==> config.mk <==
export PLATFORM = sky130hd
export DESIGN_NAME = countdown_timer_n
export DESIGN_NICKNAME = d
export VERILOG_FILES = /design/src/rtl/timer_pkg.sv /design/src/rtl/timer_field_counter.sv /design/src/rtl/countdown_timer_n.sv
export SDC_FILE = /design/constraint.sdc
export NUM_CORES = 1
export LEC_CHECK = 0
export CAP_MARGIN = 20
export CORE_UTILIZATION = 45
export DETAILED_ROUTE_END_ITERATION = 7
export PLACE_DENSITY_LB_ADDON = 0.1
export RECOVER_POWER = 50
export SLEW_MARGIN = 20
export SYNTH_ARGS = -nofsm -noshare
export SYNTH_HDL_FRONTEND = slang
export SYNTH_SLANG_ARGS = --single-unit
export TNS_END_PERCENT = 100
==> constraint.sdc <==
create_clock -name i_clk -period 5.6 [get_ports i_clk]
set_clock_uncertainty 0.15 [all_clocks]
set_input_delay 1.12 -clock i_clk [delete_from_list [all_inputs] [get_ports i_clk]]
set_output_delay 1.12 -clock i_clk [all_outputs]
set_load 0.01 [all_outputs]
==> src/rtl/timer_pkg.sv <==
// Shared encodings for the countdown timer.
// State and cursor enums, field limits.
package timer_pkg;

  typedef enum logic [1:0] {
    ST_EDIT  = 2'd0,
    ST_RUN   = 2'd1,
    ST_PAUSE = 2'd2,
    ST_ALARM = 2'd3
  } state_e;

  typedef enum logic [1:0] {
    CUR_SEC = 2'd0,
    CUR_MIN = 2'd1,
    CUR_HR  = 2'd2
  } cursor_e;

  localparam int SEC_MAX = 59;
  localparam int MIN_MAX = 59;

endpackage

==> src/rtl/timer_field_counter.sv <==
// One wrapping time field (0..MAX) with load, up/down and borrow chain.
// Ports: i_load/i_val load; i_up/i_down edit; i_bin borrow in; o_bout borrow out.
module timer_field_counter #(
  parameter int MAX = 59,
  parameter int W   = 6
) (
  input  logic         i_clk,
  input  logic         i_rstn,
  input  logic         i_load,
  input  logic [W-1:0] i_val,
  input  logic         i_up,
  input  logic         i_down,
  input  logic         i_bin,
  output logic [W-1:0] o_q,
  output logic         o_bout
);
  import timer_pkg::*;

  localparam logic [W-1:0] L_MAX = W'(MAX);

  logic [W-1:0] r_q;
  logic         w_zero;

  assign w_zero = (r_q == '0);
  assign o_q    = r_q;
  // Borrow only propagates from the chain, never from edits.
  assign o_bout = i_bin & w_zero;

  always_ff @(posedge i_clk or negedge i_rstn) begin
    if (!i_rstn) begin
      r_q <= '0;
    end else if (i_load) begin
      r_q <= i_val;
    end else if (i_up) begin
      r_q <= (r_q == L_MAX) ? '0 : r_q + 1'b1;
    end else if (i_down | i_bin) begin
      r_q <= w_zero ? L_MAX : r_q - 1'b1;
    end
  end

endmodule

==> src/rtl/countdown_timer_n.sv <==
// HH:MM:SS countdown timer: edit preset, run on ms tick, pause, alarm.
// Inputs: i_clk, i_rstn, i_ms_pulse, buttons. Outputs: fields, cursor,
// state, o_expired, o_alarm. Macro AUTO_RELOAD_EN: reload on expiry.
module countdown_timer_n #(
  parameter int MS_PER_SEC = 1000,
  parameter int HR_MAX     = 23,
  parameter int ALARM_MS   = 5000,
  localparam int MS_W = $clog2(MS_PER_SEC),
  localparam int HR_W = $clog2(HR_MAX + 1)
) (
  input  logic            i_clk,
  input  logic            i_rstn,
  input  logic            i_ms_pulse,
  input  logic            i_up,
  input  logic            i_down,
  input  logic            i_left,
  input  logic            i_right,
  input  logic            i_set,
  output logic [MS_W-1:0] o_ms,
  output logic [5:0]      o_sec,
  output logic [5:0]      o_min,
  output logic [HR_W-1:0] o_hr,
  output logic [1:0]      o_cursor,
  output logic [1:0]      o_state,
  output logic            o_expired,
  output logic            o_alarm
);
  import timer_pkg::*;

  state_e          r_state, w_nstate;
  cursor_e         r_cursor, w_ncur;
  logic [5:0]      r_pre_sec, r_pre_min;
  logic [HR_W-1:0] r_pre_hr;
  logic            r_expired;

  logic [MS_W-1:0] w_ms;
  logic [5:0]      w_sec, w_min;
  logic [HR_W-1:0] w_hr;
  logic w_ms_b, w_sec_b, w_min_b, w_hr_b;
  logic w_tick, w_last, w_allzero, w_btn;
  logic w_ld_ms, w_ld_fld, w_cap, w_eup, w_edn;

  assign w_tick    = (r_state == ST_RUN) & i_ms_pulse;
  assign w_allzero = (w_hr == '0) & (w_min == '0) & (w_sec == '0);
  // Value is exactly one tick from zero.
  assign w_last    = w_tick & w_allzero & (w_ms == MS_W'(1));
  assign w_btn     = i_up | i_down | i_left | i_right | i_set;

  timer_field_counter #(.MAX(MS_PER_SEC-1), .W(MS_W)) u_ms (
    .i_clk(i_clk), .i_rstn(i_rstn),
    .i_load(w_ld_ms), .i_val('0),
    .i_up(1'b0), .i_down(1'b0), .i_bin(w_tick),
    .o_q(w_ms), .o_bout(w_ms_b)
  );

  timer_field_counter #(.MAX(SEC_MAX), .W(6)) u_sec (
    .i_clk(i_clk), .i_rstn(i_rstn),
    .i_load(w_ld_fld), .i_val(r_pre_sec),
    .i_up(w_eup & (r_cursor == CUR_SEC)),
    .i_down(w_edn & (r_cursor == CUR_SEC)),
    .i_bin(w_ms_b),
    .o_q(w_sec), .o_bout(w_sec_b)
  );

  timer_field_counter #(.MAX(MIN_MAX), .W(6)) u_min (
    .i_clk(i_clk), .i_rstn(i_rstn),
    .i_load(w_ld_fld), .i_val(r_pre_min),
    .i_up(w_eup & (r_cursor == CUR_MIN)),
    .i_down(w_edn & (r_cursor == CUR_MIN)),
    .i_bin(w_sec_b),
    .o_q(w_min), .o_bout(w_min_b)
  );

  timer_field_counter #(.MAX(HR_MAX), .W(HR_W)) u_hr (
    .i_clk(i_clk), .i_rstn(i_rstn),
    .i_load(w_ld_fld), .i_val(r_pre_hr),
    .i_up(w_eup & (r_cursor == CUR_HR)),
    .i_down(w_edn & (r_cursor == CUR_HR)),
    .i_bin(w_min_b),
    .o_q(w_hr), .o_bout(w_hr_b)
  );

`ifndef AUTO_RELOAD_EN
  localparam int AW = (ALARM_MS > 1) ? $clog2(ALARM_MS) : 1;
  localparam logic [AW-1:0] AL_LAST =
    AW'((ALARM_MS > 0) ? ALARM_MS - 1 : 0);

  logic [AW-1:0] r_al_cnt;
  logic          r_alarm;
  logic          w_al_done;

  assign w_al_done = (ALARM_MS > 0) & i_ms_pulse &
                     (r_al_cnt == AL_LAST);

  always_ff @(posedge i_clk or negedge i_rstn) begin
    if (!i_rstn) begin
      r_al_cnt <= '0;
      r_alarm  <= 1'b0;
    end else begin
      r_alarm <= (w_nstate == ST_ALARM);
      if (r_state != ST_ALARM) r_al_cnt <= '0;
      else if (i_ms_pulse)     r_al_cnt <= r_al_cnt + 1'b1;
    end
  end

  assign o_alarm = r_alarm;
`else
  assign o_alarm = 1'b0;
`endif

  always_comb begin
    w_nstate = r_state;
    w_ncur   = r_cursor;
    w_ld_ms  = 1'b0;
    w_ld_fld = 1'b0;
    w_cap    = 1'b0;
    w_eup    = 1'b0;
    w_edn    = 1'b0;
    unique case (r_state)
      ST_EDIT: begin
        if (i_set) begin
          if (!w_allzero) begin
            w_cap    = 1'b1;
            w_ld_ms  = 1'b1;
            w_nstate = ST_RUN;
          end
        end else if (i_up) begin
          w_eup = 1'b1;
        end else if (i_down) begin
          w_edn = 1'b1;
        end else if (i_left) begin
          unique case (r_cursor)
            CUR_SEC: w_ncur = CUR_MIN;
            CUR_MIN: w_ncur = CUR_HR;
            default: w_ncur = CUR_SEC;
          endcase
        end else if (i_right) begin
          unique case (r_cursor)
            CUR_SEC: w_ncur = CUR_HR;
            CUR_HR:  w_ncur = CUR_MIN;
            default: w_ncur = CUR_SEC;
          endcase
        end
      end
      ST_RUN: begin
        // Hour underflow cannot occur; treated as expiry if it did.
        if (w_last | w_hr_b) begin
`ifdef AUTO_RELOAD_EN
          w_ld_fld = 1'b1;
          w_ld_ms  = 1'b1;
`else
          w_nstate = ST_ALARM;
`endif
        end else if (i_set) begin
          w_nstate = ST_PAUSE;
        end
      end
      ST_PAUSE: begin
        if (i_set) begin
          w_nstate = ST_RUN;
        end else if (i_down) begin
          w_nstate = ST_EDIT;
          w_ld_ms  = 1'b1;
        end
      end
      default: begin
`ifndef AUTO_RELOAD_EN
        if (w_btn | w_al_done) begin
`endif
          w_nstate = ST_EDIT;
          w_ld_fld = 1'b1;
          w_ld_ms  = 1'b1;
`ifndef AUTO_RELOAD_EN
        end
`endif
      end
    endcase
  end

  always_ff @(posedge i_clk or negedge i_rstn) begin
    if (!i_rstn) begin
      r_state   <= ST_EDIT;
      r_cursor  <= CUR_SEC;
      r_pre_sec <= '0;
      r_pre_min <= '0;
      r_pre_hr  <= '0;
      r_expired <= 1'b0;
    end else begin
      r_state   <= w_nstate;
      r_cursor  <= w_ncur;
      r_expired <= w_last;
      if (w_cap) begin
        r_pre_sec <= w_sec;
        r_pre_min <= w_min;
        r_pre_hr  <= w_hr;
      end
    end
  end

  assign o_ms      = w_ms;
  assign o_sec     = w_sec;
  assign o_min     = w_min;
  assign o_hr      = w_hr;
  assign o_cursor  = r_cursor;
  assign o_state   = r_state;
  assign o_expired = r_expired;

endmodule

==> flow_summary.ini <==
[worst_setup_path]
critical_path.slowest_cell = sky130_fd_sc_hd__dlygate4sd3_1
worst-endpoint-required_ns = 5.67
critical_path_class = in -> reg
critical_path.cell_chain = dlygate4sd3_1 > or3b_1 > or2_1 > or3_1 > and3_1 > a221o_1
worst_setup_path_start_kind = primary input
top_fanout_value_on_the_critical_path = 12
critical_path.endpoint_type = flip-flop
crit_arrival_ns = 3.43
critical-path-max-stage-delay_ns = 0.67

[drt]
routed-via-count = 3340
detailedRoute.firstPassIterationCount = 4
drtAntennaViolNets = 0
met1_length_um = 4500
routed_wire_length_per_instance_um = 15.58
wirelength_um = 8941
detailroute.wirelength.met3_um = 303
top_layer = met4
met2WireLength_um = 3999
remaining_routing_drc_violations = 0
vias_per_cell = 5.819
drt-initial-drc-count = 163

[yosys]
synth_nets = 459
synth_enable_flop_cells = 0
yosysUniqueCellTypes = 60
synth_sequential_area_ratio = 0.4068
synth_area_leaders = sky130_fd_sc_hd__dfrtp_1, sky130_fd_sc_hd__nand2_1, sky130_fd_sc_hd__o21ai_0
synth.cells.most_frequent = sky130_fd_sc_hd__dfrtp_1, sky130_fd_sc_hd__nand2_1, sky130_fd_sc_hd__o21ai_0
post_synth.cell_area_avg_um2 = 8.847
async_reset_ff_frac = 1.000
post_synth_inst_count = 438
yosys.area.top_type = sky130_fd_sc_hd__dfrtp_1
yosys_register_bits = 63
most_repeated_cell_in_the_gate_level_netlist_after_synthesis = sky130_fd_sc_hd__dfrtp_1
synth-main-ff-cell = sky130_fd_sc_hd__dfrtp_1
synth_area_mm2 = 0.003875
yosysWarningCount = 0
synthDominantCellAreaShare = 0.4068

[pwr]
worst_ir_drop_vdd_uv = 330.0
leakage_uw = 0.001889
total_power_uw = 2355
power_density_over_cell_area_mw_per_mm2 = 522.2

[cells_and_area]
num_antenna_cells = 0
layout-area-overhead-vs-synth_pct = 16.37
finish.instance_area_mm2 = 0.004509
multi_input_comb_area_mm2 = 0.002125
ff_latch_area_mm2 = 0.001577
final.fill_count = 780
nNetsFinal = 486
share_of_cells_above_drive_strength_1 = 0.07036

[timing]
slew_headroom = 0.4467
final_setup_fails = 0
timing.final.crit_share = 0.5997
finalSetupTns_ns = 0
finalMaxSlewViolations = 0
final.hold.worst_slack_ns = 0.3296
tightestPinTransition_ns = 0.8259
achievable-frequency_mhz = 297.7
timing_hold_violations_final = 0
grt_setup_unrepaired = no
period_needed_ns = 3.359
setup_ws_ns = 2.241

[placed_design]
post-place-ws_ns = 1.980
place_congestion = 0.8500
detailedPlacementHpwl_um = 6140
post_dp_cell_area_mm2 = 0.004299
io_buffer_count = 40

[job]
maxCapViolations = 0

[floorplanning]
initial_core_util = 0.4692
core_mm2 = 0.008258
row_count = 33
die-height_um = 94.80
floorplan.die.width_um = 94.80
floorplan_die_area_mm2 = 0.008986
io_pins = 41

[grt]
grt_remaining_overflow = 0
grt_pass1_vias = 2977
all_layer_gr_usage = 0.2154
grt_start_max_net_pins = 58
number_of_antenna_violations_at_the_first_check_in_global_routing = 0
grt_pass1_wl_um = 14880

[clock_network]
post_cts_buffers = 0
tritoncts.num_buffers = 9
clock_tree.root_cell = sky130_fd_sc_hd__clkbuf_8
post_cts_resized = 0
clock_sinks = 63
cts.path.max_buffers = 2
cts_hold_repair.buffers = 0
cts_tree = built
clock_insertion_delay_worst_skew_ns = 0.34
clk_pin_slew_worst_paths_ns = 0.06
clock_tree.htree_level_count = 3

[outcome]
outcome = finished clean

[hold_path]
hp-class = reg -> reg
==> layer usage <==
metal / GRT usage / up-vias
met2: 0.3183 / 79
met5: 0 / -
met4: 0.09848 / 0
met1: 0.3060 / 1605
met3: 0.03704 / 12
li1: - / 1644
==> flip-flops by register name (all words and copies together), names as in the netlist <==
name	cells
r_pre_min	6
u_sec.o_q	6
o_state	2
r_pre_sec	6
r_pre_hr	5
o_alarm	1
u_ms.o_q	10
u_hr.o_q	5
u_min.o_q	6
o_cursor	2
r_al_cnt	13
o_expired	1
==> logic make-up after synthesis <==
kind of cell,after synthesis,synth area share
simple gates,168,0.2115
compound gates,120,0.2134
flops,63,0.4068
buf+inv,41,0.04488
xor+xnor,20,0.04521
mux,13,0.03617
fa+ha+maj,13,0.04198
==> layout make-up <==
cell class,count,share of cell area
clock inverter,4,0.01554
clock buffer,11,0.03135
multi-input combinational,334,0.4711
timing repair buffer,42,0.09073
tap,105,0.02913
sequential,63,0.3496
inverter,15,0.01249
==> critical path, delay by kind of cell <==
kind	cells	cell delay, ns
AOI/OAI and AO/OA	1	0.25
and+or+nand+nor	4	1.38
buffers and inverters	1	0.67
==> through the flow <==
step                cells    util
floorplan             438       -
global placement      559  0.5206
detailed placement    559  0.5206
CTS                   574  0.5462
global route          574  0.5461
finish                574  0.5461
==> path summary, 6_finish.rpt <==
path                       cells after the start                startpoint  slack, ns                        to
setup reg to reg                               8   u_hr.o_q[0]$_DFFE_PN0P_       2.31   u_ms.o_q[6]$_DFFE_PN0P_
setup / recovery                               6                     i_set       2.24  u_sec.o_q[5]$_DFFE_PN0P_
max in group asynchronous                      2                    i_rstn       3.75   r_al_cnt[6]$_DFFE_PN0P_
min in group asynchronous                      1                    i_rstn       0.51   r_pre_hr[0]$_DFFE_PN0P_
hold reg to reg                                2  r_pre_sec[4]$_DFFE_PN0P_       0.33  u_sec.o_q[4]$_DFFE_PN0P_
hold / removal                                 2  r_pre_sec[4]$_DFFE_PN0P_       0.33  u_sec.o_q[4]$_DFFE_PN0P_
==> placed cells by master (no fill, tap or decap), types with 3 or more instances in the layout <==
master                            netlist  layout
sky130_fd_sc_hd__mux2i_1                5       5
sky130_fd_sc_hd__o221ai_1               3       3
sky130_fd_sc_hd__nand2_1               56      56
sky130_fd_sc_hd__nand4_1                8       8
sky130_fd_sc_hd__nor3_1                18      18
sky130_fd_sc_hd__a221oi_1               3       3
sky130_fd_sc_hd__a22o_1                 3       3
sky130_fd_sc_hd__and2_1                 6       6
sky130_fd_sc_hd__nand3_1               14      14
sky130_fd_sc_hd__a21oi_1               18      18
sky130_fd_sc_hd__o21ai_1                5       5
sky130_fd_sc_hd__xor2_1                12      12
sky130_fd_sc_hd__a31oi_1                4       4
sky130_fd_sc_hd__dfrtp_1               63      63
sky130_fd_sc_hd__clkbuf_8               0      10
sky130_fd_sc_hd__mux2_2                 8       8
sky130_fd_sc_hd__clkdlybuf4s50_1        0      34
sky130_fd_sc_hd__and3_1                 7       7
sky130_fd_sc_hd__o21ai_0               37      37
sky130_fd_sc_hd__xnor2_1                8       8
sky130_fd_sc_hd__nor2_1                35      35
sky130_fd_sc_hd__inv_1                 15      15
sky130_fd_sc_hd__or3_1                  6       6
sky130_fd_sc_hd__a221o_1                6       6
sky130_fd_sc_hd__a31o_2                 3       3
sky130_fd_sc_hd__ha_1                  13      13
sky130_fd_sc_hd__o211ai_1               4       4
sky130_fd_sc_hd__a211oi_1               6       6
sky130_fd_sc_hd__a21boi_0               3       3
sky130_fd_sc_hd__nor2b_1                5       5
sky130_fd_sc_hd__dlygate4sd3_1          0       5
sky130_fd_sc_hd__o31ai_1                4       4
sky130_fd_sc_hd__nor4_1                 3       3
==> power breakdown <==
group          total (uW)  leakage (uW)  switching, uW  internal (uW)
Sequential            849      0.000825            249            600
Combinational        1080      0.000955            571            507
Clock                 427      0.000109            168            259
Note: power is estimated with default switching activity, not from simulation.
